$ cat config.mk
export PLATFORM = sky130hd
export DESIGN_NAME = glyph_renderer
export DESIGN_NICKNAME = d
export VERILOG_FILES = /design/src/rtl/glyph_renderer.sv
export SDC_FILE = /design/constraint.sdc
export NUM_CORES = 1
export LEC_CHECK = 0
export CAP_MARGIN = 10
export CORE_MARGIN = 8
export CORE_UTILIZATION = 56
export CTS_CLUSTER_SIZE = 14
export DETAILED_ROUTE_END_ITERATION = 6
export GPL_TIMING_DRIVEN = 0
export PLACE_DENSITY = 0.95
export SLEW_MARGIN = 15
export SYNTH_ARGS = -nofsm -noshare
export SYNTH_HDL_FRONTEND = slang
export SYNTH_SLANG_ARGS = --single-unit
export TNS_END_PERCENT = 100
$ cat constraint.sdc
create_clock -name clk -period 4.15 [get_ports clk]
set_input_delay 0.83 -clock clk [delete_from_list [all_inputs] [get_ports clk]]
set_output_delay 0.83 -clock clk [all_outputs]
set_load 0.05 [all_outputs]
$ cat src/rtl/glyph_renderer.sv
// glyph_renderer: on-screen character generator for the VGA calculator display.
// Draws one 5x5 font glyph, scaled by 2^SCALE_LOG2, in a box at (X0, Y0).
// The glyph code and blink enable are shadowed at frame_tick so the glyph never
// changes mid-frame. A frame counter provides an optional blink.
//
// Ports:
//   clk         pixel clock
//   reset       asynchronous, active-high reset
//   pixel_x/y   current raster coordinate from VGA sync
//   video_on    active-video flag from VGA sync
//   frame_tick  one-cycle pulse at start of vertical blank
//   glyph_sel   requested glyph code (sampled on frame_tick only)
//   blink_en    blink enable (sampled on frame_tick only)
//   pixel_on    registered glyph foreground bit, 2 clocks after the coordinate
//   pixel_valid video_on delayed to line up with pixel_on
module glyph_renderer #(
    parameter int COORD_W    = 10,
    parameter int X0         = 0,
    parameter int Y0         = 0,
    parameter int SCALE_LOG2 = 2,
    parameter int BLINK_LOG2 = 5
) (
    input  logic               clk,
    input  logic               reset,
    input  logic [COORD_W-1:0] pixel_x,
    input  logic [COORD_W-1:0] pixel_y,
    input  logic               video_on,
    input  logic               frame_tick,
    input  logic [3:0]         glyph_sel,
    input  logic               blink_en,
    output logic               pixel_on,
    output logic               pixel_valid
);

    // Geometry is evaluated in 32 bits so X0+SPAN can never wrap the coordinate width.
    localparam logic [31:0] SPAN_U = 32'(5 << SCALE_LOG2);
    localparam logic [31:0] X0_U   = 32'(X0);
    localparam logic [31:0] Y0_U   = 32'(Y0);

    // Font ROM indexed by {glyph,row}; bit 4 is the leftmost column.
    // Rows not listed (including rows 5..7 and the blank glyph) read as zero.
    function automatic logic [4:0] font_row(input logic [3:0] glyph, input logic [2:0] row);
        logic [4:0] r;
        r = 5'h00;
        case ({glyph, row})
            7'h00: r = 5'h0E; 7'h01: r = 5'h11; 7'h02: r = 5'h11; 7'h03: r = 5'h11; 7'h04: r = 5'h0E;
            7'h08: r = 5'h04; 7'h09: r = 5'h0C; 7'h0A: r = 5'h04; 7'h0B: r = 5'h04; 7'h0C: r = 5'h0E;
            7'h10: r = 5'h0E; 7'h11: r = 5'h11; 7'h12: r = 5'h02; 7'h13: r = 5'h04; 7'h14: r = 5'h1F;
            7'h18: r = 5'h1E; 7'h19: r = 5'h01; 7'h1A: r = 5'h0E; 7'h1B: r = 5'h01; 7'h1C: r = 5'h1E;
            7'h20: r = 5'h11; 7'h21: r = 5'h11; 7'h22: r = 5'h1F; 7'h23: r = 5'h01; 7'h24: r = 5'h01;
            7'h28: r = 5'h1F; 7'h29: r = 5'h10; 7'h2A: r = 5'h1E; 7'h2B: r = 5'h01; 7'h2C: r = 5'h1E;
            7'h30: r = 5'h0E; 7'h31: r = 5'h10; 7'h32: r = 5'h1E; 7'h33: r = 5'h11; 7'h34: r = 5'h0E;
            7'h38: r = 5'h1F; 7'h39: r = 5'h01; 7'h3A: r = 5'h02; 7'h3B: r = 5'h04; 7'h3C: r = 5'h04;
            7'h40: r = 5'h0E; 7'h41: r = 5'h11; 7'h42: r = 5'h0E; 7'h43: r = 5'h11; 7'h44: r = 5'h0E;
            7'h48: r = 5'h0E; 7'h49: r = 5'h11; 7'h4A: r = 5'h0F; 7'h4B: r = 5'h01; 7'h4C: r = 5'h0E;
            7'h50: r = 5'h04; 7'h51: r = 5'h04; 7'h52: r = 5'h1F; 7'h53: r = 5'h04; 7'h54: r = 5'h04;
            7'h5A: r = 5'h1F;
            7'h60: r = 5'h15; 7'h61: r = 5'h0E; 7'h62: r = 5'h1F; 7'h63: r = 5'h0E; 7'h64: r = 5'h15;
            7'h68: r = 5'h01; 7'h69: r = 5'h02; 7'h6A: r = 5'h04; 7'h6B: r = 5'h08; 7'h6C: r = 5'h10;
            7'h71: r = 5'h1F; 7'h73: r = 5'h1F;
            default: r = 5'h00;
        endcase
        return r;
    endfunction

    logic [3:0]            shadow_glyph_r;
    logic                  shadow_blink_r;
    logic [BLINK_LOG2-1:0] blink_cnt_r;

    logic [31:0] x_s;
    logic [31:0] y_s;
    logic        in_box_s;
    logic [2:0]  col_s;
    logic [2:0]  row_s;
    logic        visible_s;

    logic        s1_in_box_r;
    logic [2:0]  s1_col_r;
    logic [2:0]  s1_row_r;
    logic        s1_video_r;
    logic [3:0]  s1_glyph_r;
    logic        s1_visible_r;

    logic [4:0]  bits_s;
    logic [4:0]  sel_s;
    logic        on_s;

    // Box test and cell coordinates; the bounds are checked before subtracting so
    // col/row only matter when in_box is set and never come from an underflow.
    always_comb begin
        x_s       = 32'(pixel_x);
        y_s       = 32'(pixel_y);
        in_box_s  = 1'b0;
        if (video_on && (x_s >= X0_U) && (x_s < X0_U + SPAN_U) &&
            (y_s >= Y0_U) && (y_s < Y0_U + SPAN_U)) begin
            in_box_s = 1'b1;
        end else begin
            in_box_s = 1'b0;
        end
        col_s     = 3'((x_s - X0_U) >> SCALE_LOG2);
        row_s     = 3'((y_s - Y0_U) >> SCALE_LOG2);
        visible_s = !shadow_blink_r || !blink_cnt_r[BLINK_LOG2-1];
    end

    // Frame-synchronous shadow of glyph/blink request plus the blink frame counter.
    always_ff @(posedge clk or posedge reset) begin
        if (reset) begin
            shadow_glyph_r <= 4'd15;
            shadow_blink_r <= 1'b0;
            blink_cnt_r    <= '0;
        end else if (frame_tick) begin
            shadow_glyph_r <= glyph_sel;
            shadow_blink_r <= blink_en;
            blink_cnt_r    <= blink_cnt_r + 1'b1;
        end else begin
            shadow_glyph_r <= shadow_glyph_r;
            shadow_blink_r <= shadow_blink_r;
            blink_cnt_r    <= blink_cnt_r;
        end
    end

    // Stage 1: register geometry and the shadow state seen by this pixel
    // (a pixel coinciding with frame_tick still sees the old shadow values).
    always_ff @(posedge clk or posedge reset) begin
        if (reset) begin
            s1_in_box_r  <= 1'b0;
            s1_col_r     <= 3'd0;
            s1_row_r     <= 3'd0;
            s1_video_r   <= 1'b0;
            s1_glyph_r   <= 4'd0;
            s1_visible_r <= 1'b0;
        end else begin
            s1_in_box_r  <= in_box_s;
            s1_col_r     <= col_s;
            s1_row_r     <= row_s;
            s1_video_r   <= video_on;
            s1_glyph_r   <= shadow_glyph_r;
            s1_visible_r <= visible_s;
        end
    end

    // Font lookup and column select; a column outside 0..4 shifts all bits out.
    always_comb begin
        bits_s = font_row(s1_glyph_r, s1_row_r);
        sel_s  = bits_s >> (3'd4 - s1_col_r);
        on_s   = s1_in_box_r && s1_visible_r && sel_s[0];
    end

    // Stage 2: registered outputs.
    always_ff @(posedge clk or posedge reset) begin
        if (reset) begin
            pixel_on    <= 1'b0;
            pixel_valid <= 1'b0;
        end else begin
            pixel_on    <= on_s;
            pixel_valid <= s1_video_r;
        end
    end

endmodule

==> flow_summary.toml, run 1 <==
[cts]
clock_path_buffers = 2
cts_resized = 0
cts_tree = "done"
cts_buffers = 3
clk_pin_slew_worst_paths_ns = 0.13
postCtsSetupBuffers = 0
hold_buffers = 0
clkLatencyLatePin_ns = 0.31
clock_sinks = 25
htree_levels = 1
clockRootBuffer = "clkbuf_4"

[yosys]
yosysSeqAreaShare_pct = 37.7
synth_xor_area_share_pct = 4.71
netlist_area_um2 = 1670
synth_cell_types = 55
yosysWarnings = 0
synth_ff_type = "dfrtp_1"
synth_edf_count = 0
synth-seq-cells = 25
synth_fp_nets = 208
yosys-mux-area-fraction_pct = 5.24
synth-async-reset-ratio_pct = 100
synth_top_family_by_area = "compound AO/OA/AOI/OAI gates"
yosys.area_share.simple_pct = 16.0
synth_fa_ha_area_share_pct = 5.98
syn_area_per_cell_um2 = 9.78
synth_compound_area_share_pct = 23.2
synthCells = 171

[routing]
wirelength_um = 3990
drc = 0
vias_per_cell = 6.17
vias = 1438
drtIter0Drc = 188
avgRoutedWirePerCell_um = 17.1
dr.pass1.iters = 4
drtAntennaViolNets = 0

[critical_path]
arrival_ns = 2.52
path_common_cell = "nor3_1"
start_kind = "register"
crit_path_start = "s1_row_r[0]$_DFF_PP0_"
r2r_slack_ns = 1.83
r2r-start = "s1_row_r[0]$_DFF_PP0_"
cp_cell_sequence = "inv_1 > ha_1 > buf_2 > nand2_1 > nor3b_2 > nor3_1 > a2111oi_0 > nor3_1 > o311a_1"
r2r_cells = 9
max_stage_delay_ns = 0.44
crit_end = "pixel_on$_DFF_PP0_"
rr_endpoint = "pixel_on$_DFF_PP0_"
crit_path_max_fanout = 10
worst-path-stages = 9
critPathTopFamily = "simple AND/OR/NAND/NOR gates"
end_kind = "register"
crit_slowest_cell = "dfrtp_1"
critPathKind = "register to register"
worst_ep_required_time_ns = 4.35
path_buf_inv = 2

[place]
place_congestion = 0.965
pre_cts_slack_ns = 1.85
dp_cells = 229
hpwlAfterDp_um = 3070
port_buffers = 25

[global_routing]
grt_pass1_vias = 1464
antenna_found_initial = 0
grt_overflow_total = 0
grt_pass1_wl_um = 6730
grt_start_max_net_pins = 26
grt_usage_pct = 16.2

[cells_and_area]
layout-drive-gt1-share_pct = 14.5
multi_input_area_um2 = 922
syn2layout_area_growth_pct = 19.0
nets = 238
final_cells = 233
fillCellCount = 240
diodes = 0
seqCellArea_um2 = 631

[floorplanning]
die_x_um = 70.7
rows = 20
dieArea_um2 = 4990
initial_core_util_pct = 56.7
die_h_um = 70.7
ios = 31
fp.coreArea_um2 = 2950

[sta]
timing.final.ws_setup_ns = 1.83
rsz0062_at_grt = "no"
hold_viol = 0
worst_pin_slew_ns = 0.886
fin_skew_ns = 0.00721
period_share_pct = 56.0
finalSetupTns_ns = 0
slew_violations = 0
period_minus_slack_ns = 2.32
setup_violations = 0
clock.fmax_mhz = 431
slew_headroom_pct = 40.9

[power_and_ir_drop]
total_power_uw = 644
peakVddDrop_v = 0.000287
p_leak_uw = 0.000810
power.density_nw_per_um2 = 324

[hold_path]
hold_path_class = "register to register"

[run_status]
status = "finished clean"

[run]
maxCapViolations = 0
area by class of cell:
cell class | count | area share [%]
Clock buffer | 4 | 1.32
Timing Repair Buffer | 25 | 12.6
Multi-Input combinational cell | 125 | 46.3
Sequential cell | 25 | 31.7
Tap cell | 33 | 2.07
Buffer | 13 | 4.53
Inverter | 8 | 1.51
stage by stage:
stage                     area, um^2  util, %  hold slack (ns)
after CTS                       1990     67.4            0.377
after global placement          1960     66.5            0.336
final                           1990     67.4            0.373
after floorplan                 1670        -            0.331
after detailed placement        1960     66.5            0.347
after global routing            1990     67.4            0.399
worst register-to-register path: stages (launching register included):
cell and delay [ns]:
dfrtp_1 0.44, inv_1 0.17, ha_1 0.25, buf_2 0.18, nand2_1 0.15, nor3b_2 0.29, nor3_1 0.09, a2111oi_0 0.43
nor3_1 0.09, o311a_1 0.13
cells in the final DEF (no fill, tap or decap), types with 4 or more instances in the layout:
cell	instances
nand2_1	9
nand2b_1	8
buf_2	6
clkdlybuf4s50_1	25
xnor2_1	6
nor2_1	9
mux2_2	6
dfstp_2	4
ha_1	8
nor3_1	6
inv_1	7
a21oi_1	7
nor2b_1	5
o21ai_0	5
a211oi_1	4
dfrtp_1	21
where the power goes:
group | leakage [uW] | internal (uW) | switching, uW | total, uW
logic | 0.000504 | 111 | 109 | 219
registers | 0.000291 | 287 | 32.1 | 320
clock network | 0.0000150 | 37.5 | 68.0 | 106
layer usage:
metal | vias to the layer above | track usage, % | share of wire [%]
met2 | 58 | 28.7 | 53
met5 | - | 0 | 0
met4 | 0 | 2.77 | 0.58
li1 | 685 | - | -
met3 | 4 | 2.68 | 5.7
met1 | 691 | 20.2 | 41
cells in the mapped netlist, types with 5 or more instances:
cell      count  area share (%)
ha_1          8             6.0
a21oi_1       7             2.1
inv_1         7             1.6
nor2b_1       5             1.9
nor3_1        6             1.8
o21ai_0       5             1.5
dfrtp_1      21              31
mux2_2        6             4.0
nand2b_1      8             3.0
buf_2         6             1.8
xnor2_1       6             3.1
nor2_1        9             2.0
nand2_1       9             2.0
cell families (layout without fill, tap and decap cells):
logic type      after synthesis  in the layout
flops                        25             25
xor+xnor                      9              9
buf+inv                      21             50
fa+ha+maj                     8              8
compound gates               50             50
mux                           8              8
simple gates                 50             50
how the worst min path moves through the flow:
stage	startpoint	endpoint	slack, ns	cells past startpoint
CTS	s1_video_r$_DFF_PP0_	pixel_valid$_DFF_PP0_	0.38	0
global placement	s1_video_r$_DFF_PP0_	pixel_valid$_DFF_PP0_	0.34	0
floorplan	s1_video_r$_DFF_PP0_	pixel_valid$_DFF_PP0_	0.33	0
global route	s1_video_r$_DFF_PP0_	pixel_valid$_DFF_PP0_	0.40	0
finish	s1_video_r$_DFF_PP0_	pixel_valid$_DFF_PP0_	0.37	0
detailed placement	s1_video_r$_DFF_PP0_	pixel_valid$_DFF_PP0_	0.35	0
registers in the layout, indices dropped and copies added, names as in the netlist:
register	cells
s1_col_r	3
s1_video_r	1
s1_in_box_r	1
s1_row_r	3
pixel_on	1
shadow_blink_r	1
s1_glyph_r	4
blink_cnt_r	5
shadow_glyph_r	4
pixel_valid	1
s1_visible_r	1
(Power assumes the default switching activity.)
==> run 2: changes to the inputs <==
--- a/config.mk
+++ b/config.mk
@@ -7,11 +7,11 @@
 export LEC_CHECK = 0
 export CAP_MARGIN = 10
 export CORE_MARGIN = 8
-export CORE_UTILIZATION = 56
+export CORE_UTILIZATION = 52
 export CTS_CLUSTER_SIZE = 14
 export DETAILED_ROUTE_END_ITERATION = 6
 export GPL_TIMING_DRIVEN = 0
-export PLACE_DENSITY = 0.95
+export PLACE_DENSITY = 0.9
 export SLEW_MARGIN = 15
 export SYNTH_ARGS = -nofsm -noshare
 export SYNTH_HDL_FRONTEND = slang
==> constraint.sdc (replaced) <==
create_clock -name clk -period 2.4 [get_ports clk]
set_input_delay 0.48 -clock clk [delete_from_list [all_inputs] [get_ports clk]]
set_output_delay 0.48 -clock clk [all_outputs]
set_load 0.05 [all_outputs]
==> flow_summary.toml, run 2 (synthesized netlist as in run 1, its figures left out) <==
[cells_and_area]
largest_register_ffs = 5
mostFrequentLayoutCells = "25 x clkdlybuf4s50_1, 20 x dfrtp_1, 9 x nand2_1, 9 x nor2_1"
reg_top3 = "blink_cnt_r x5, s1_glyph_r x4, shadow_glyph_r x4"
layout_commonest_cell = "clkdlybuf4s50_1"
nets = 239
layout-drive-gt1-share_pct = 16.4
syn2layout_area_growth_pct = 21.3
final_core_util_pct = 66.5
diodes = 0
top_register = "blink_cnt_r"
final_cells = 245

[power_and_ir_drop]
peakVddDrop_v = 0.000424
swShare_pct = 32.0
p_comb_share_pct = 34.3
power.density_nw_per_um2 = 548
p_seq_share_pct = 50.0
p_leak_uw = 0.000811
clkPwrFrac_pct = 15.7
p_switching_uw = 356
total_power_uw = 1110
p_int_uw = 756

[floorplanning]
rows = 20
fp.coreArea_um2 = 3050
initial_core_util_pct = 54.8
die_h_um = 72.7
die_x_um = 72.7
ios = 31
dieArea_um2 = 5290

[critical_path]
crit_path_max_fanout = 10
critPathKind = "register to register"
r2r_cells = 9
start_kind = "register"
rr_endpoint = "pixel_on$_DFF_PP0_"
end_kind = "register"
arrival_ns = 2.44
r2r-start = "s1_row_r[0]$_DFF_PP0_"
worst_ep_required_time_ns = 2.59
r2r_slack_ns = 0.15

[routing]
drc = 0
avgRoutedWirePerCell_um = 15.4
vias = 1460
dr.pass1.iters = 4
drtAntennaViolNets = 0
vias_per_cell = 5.96
wirelength_um = 3770
drtIter0Drc = 244

[sta]
period_minus_slack_ns = 2.25
hold_viol = 0
clock.fmax_mhz = 445
fin_skew_ns = 0.00333
timing.final.ws_setup_ns = 0.151
slew_violations = 0
period_share_pct = 93.7
setup_violations = 0
rsz0062_at_grt = "no"
finalSetupTns_ns = 0
slew_headroom_pct = 43.5
worst_pin_slew_ns = 0.847

[cts]
cts_buffers = 3
clockRootBuffer = "clkbuf_4"
clkLatencyLatePin_ns = 0.31
htree_levels = 1
hold_buffers = 0
cts_tree = "done"
clock_sinks = 25
clk_pin_slew_worst_paths_ns = 0.12
clock_path_buffers = 2

[run]
maxCapViolations = 0

[place]
dp_cells = 240
place_congestion = 0.924
pre_cts_slack_ns = 0.120
port_buffers = 25
hpwlAfterDp_um = 2900

[hold_path]
hold_path_class = "register to register"
hold_end = "pixel_valid$_DFF_PP0_"
worstHoldPathCells = 0
min_from = "s1_video_r$_DFF_PP0_"

[global_routing]
grt_pass1_vias = 1483
grt_start_max_net_pins = 26
grt_usage_pct = 14.8
grt_overflow_total = 0
antenna_found_initial = 0
grt_pass1_wl_um = 6400

[run_status]
status = "finished clean"
run 2: changes by cell type in the layout (fill, tap and decap cells not counted):
cell / previous run / this run
a2111oi_0: 2 / 1
a2111oi_2: 0 / 1
buf_4: 2 / 3
clkinvlp_4: 0 / 1
dfrtp_1: 21 / 20
dfrtp_2: 0 / 1
inv_1: 7 / 6
nor3b_2: 1 / 0
nor3b_4: 0 / 1
run 2: worst max-delay path by stage:
stage                          startpoint                 end
floorplan           s1_row_r[0]$_DFF_PP0_  pixel_on$_DFF_PP0_
global placement    s1_row_r[0]$_DFF_PP0_  pixel_on$_DFF_PP0_
detailed placement  s1_row_r[0]$_DFF_PP0_  pixel_on$_DFF_PP0_
CTS                 s1_row_r[0]$_DFF_PP0_  pixel_on$_DFF_PP0_
global route        s1_row_r[0]$_DFF_PP0_  pixel_on$_DFF_PP0_
finish              s1_row_r[0]$_DFF_PP0_  pixel_on$_DFF_PP0_
run 2: metal layers:
metal	share of wire (%)	GRT usage, %	vias up
li1	-	-	692
met1	41	18.8	674
met2	49	24.6	82
met3	8.0	1.92	12
met4	2.2	5.78	0
met5	0	0	-
run 2: timing repair:
| action | in CTS | in global routing |
|---|---|---|
| endpoints found under the setup margin | 0 | 1 |
| gates resized for setup | 0 | 5 |
| buffers inserted | 0 | 1 |
run 2: layout make-up:
class	instances	area (um^2)
multi-input cells	125	935
fillers	245	1020
plain buffers	13	90.1
inverters	8	33.8
well taps	44	55.1
clock buffers	4	26.3
flip-flops and latches	25	632
repair buffers	26	258
run 2: per-stage QoR:
step / cell area, um^2 / hold WS, ns
floorplan: 1670 / 0.331
global placement: 1980 / 0.339
detailed placement: 1980 / 0.338
CTS: 2000 / 0.376
global route: 2030 / 0.387
finish: 2030 / 0.368
run 2: worst max-delay path, stage by stage (launching register included):
cell	delay [ns]
dfrtp_2	0.44
clkinvlp_4	0.18
ha_1	0.25
buf_2	0.19
nand2_1	0.16
nor3b_4	0.26
nor3_1	0.10
a2111oi_2	0.33
nor3_1	0.10
o311a_1	0.13
run 2: power groups by stage:
stage | sequential (uW) | clock (uW) | combinational [uW]
final | 555 | 175 | 381
after global routing | 564 | 201 | 419
after CTS | 555 | 183 | 371
after detailed placement | 560 | 0 | 374
after global placement | 557 | 0 | 357
after floorplan | 548 | 0 | 272
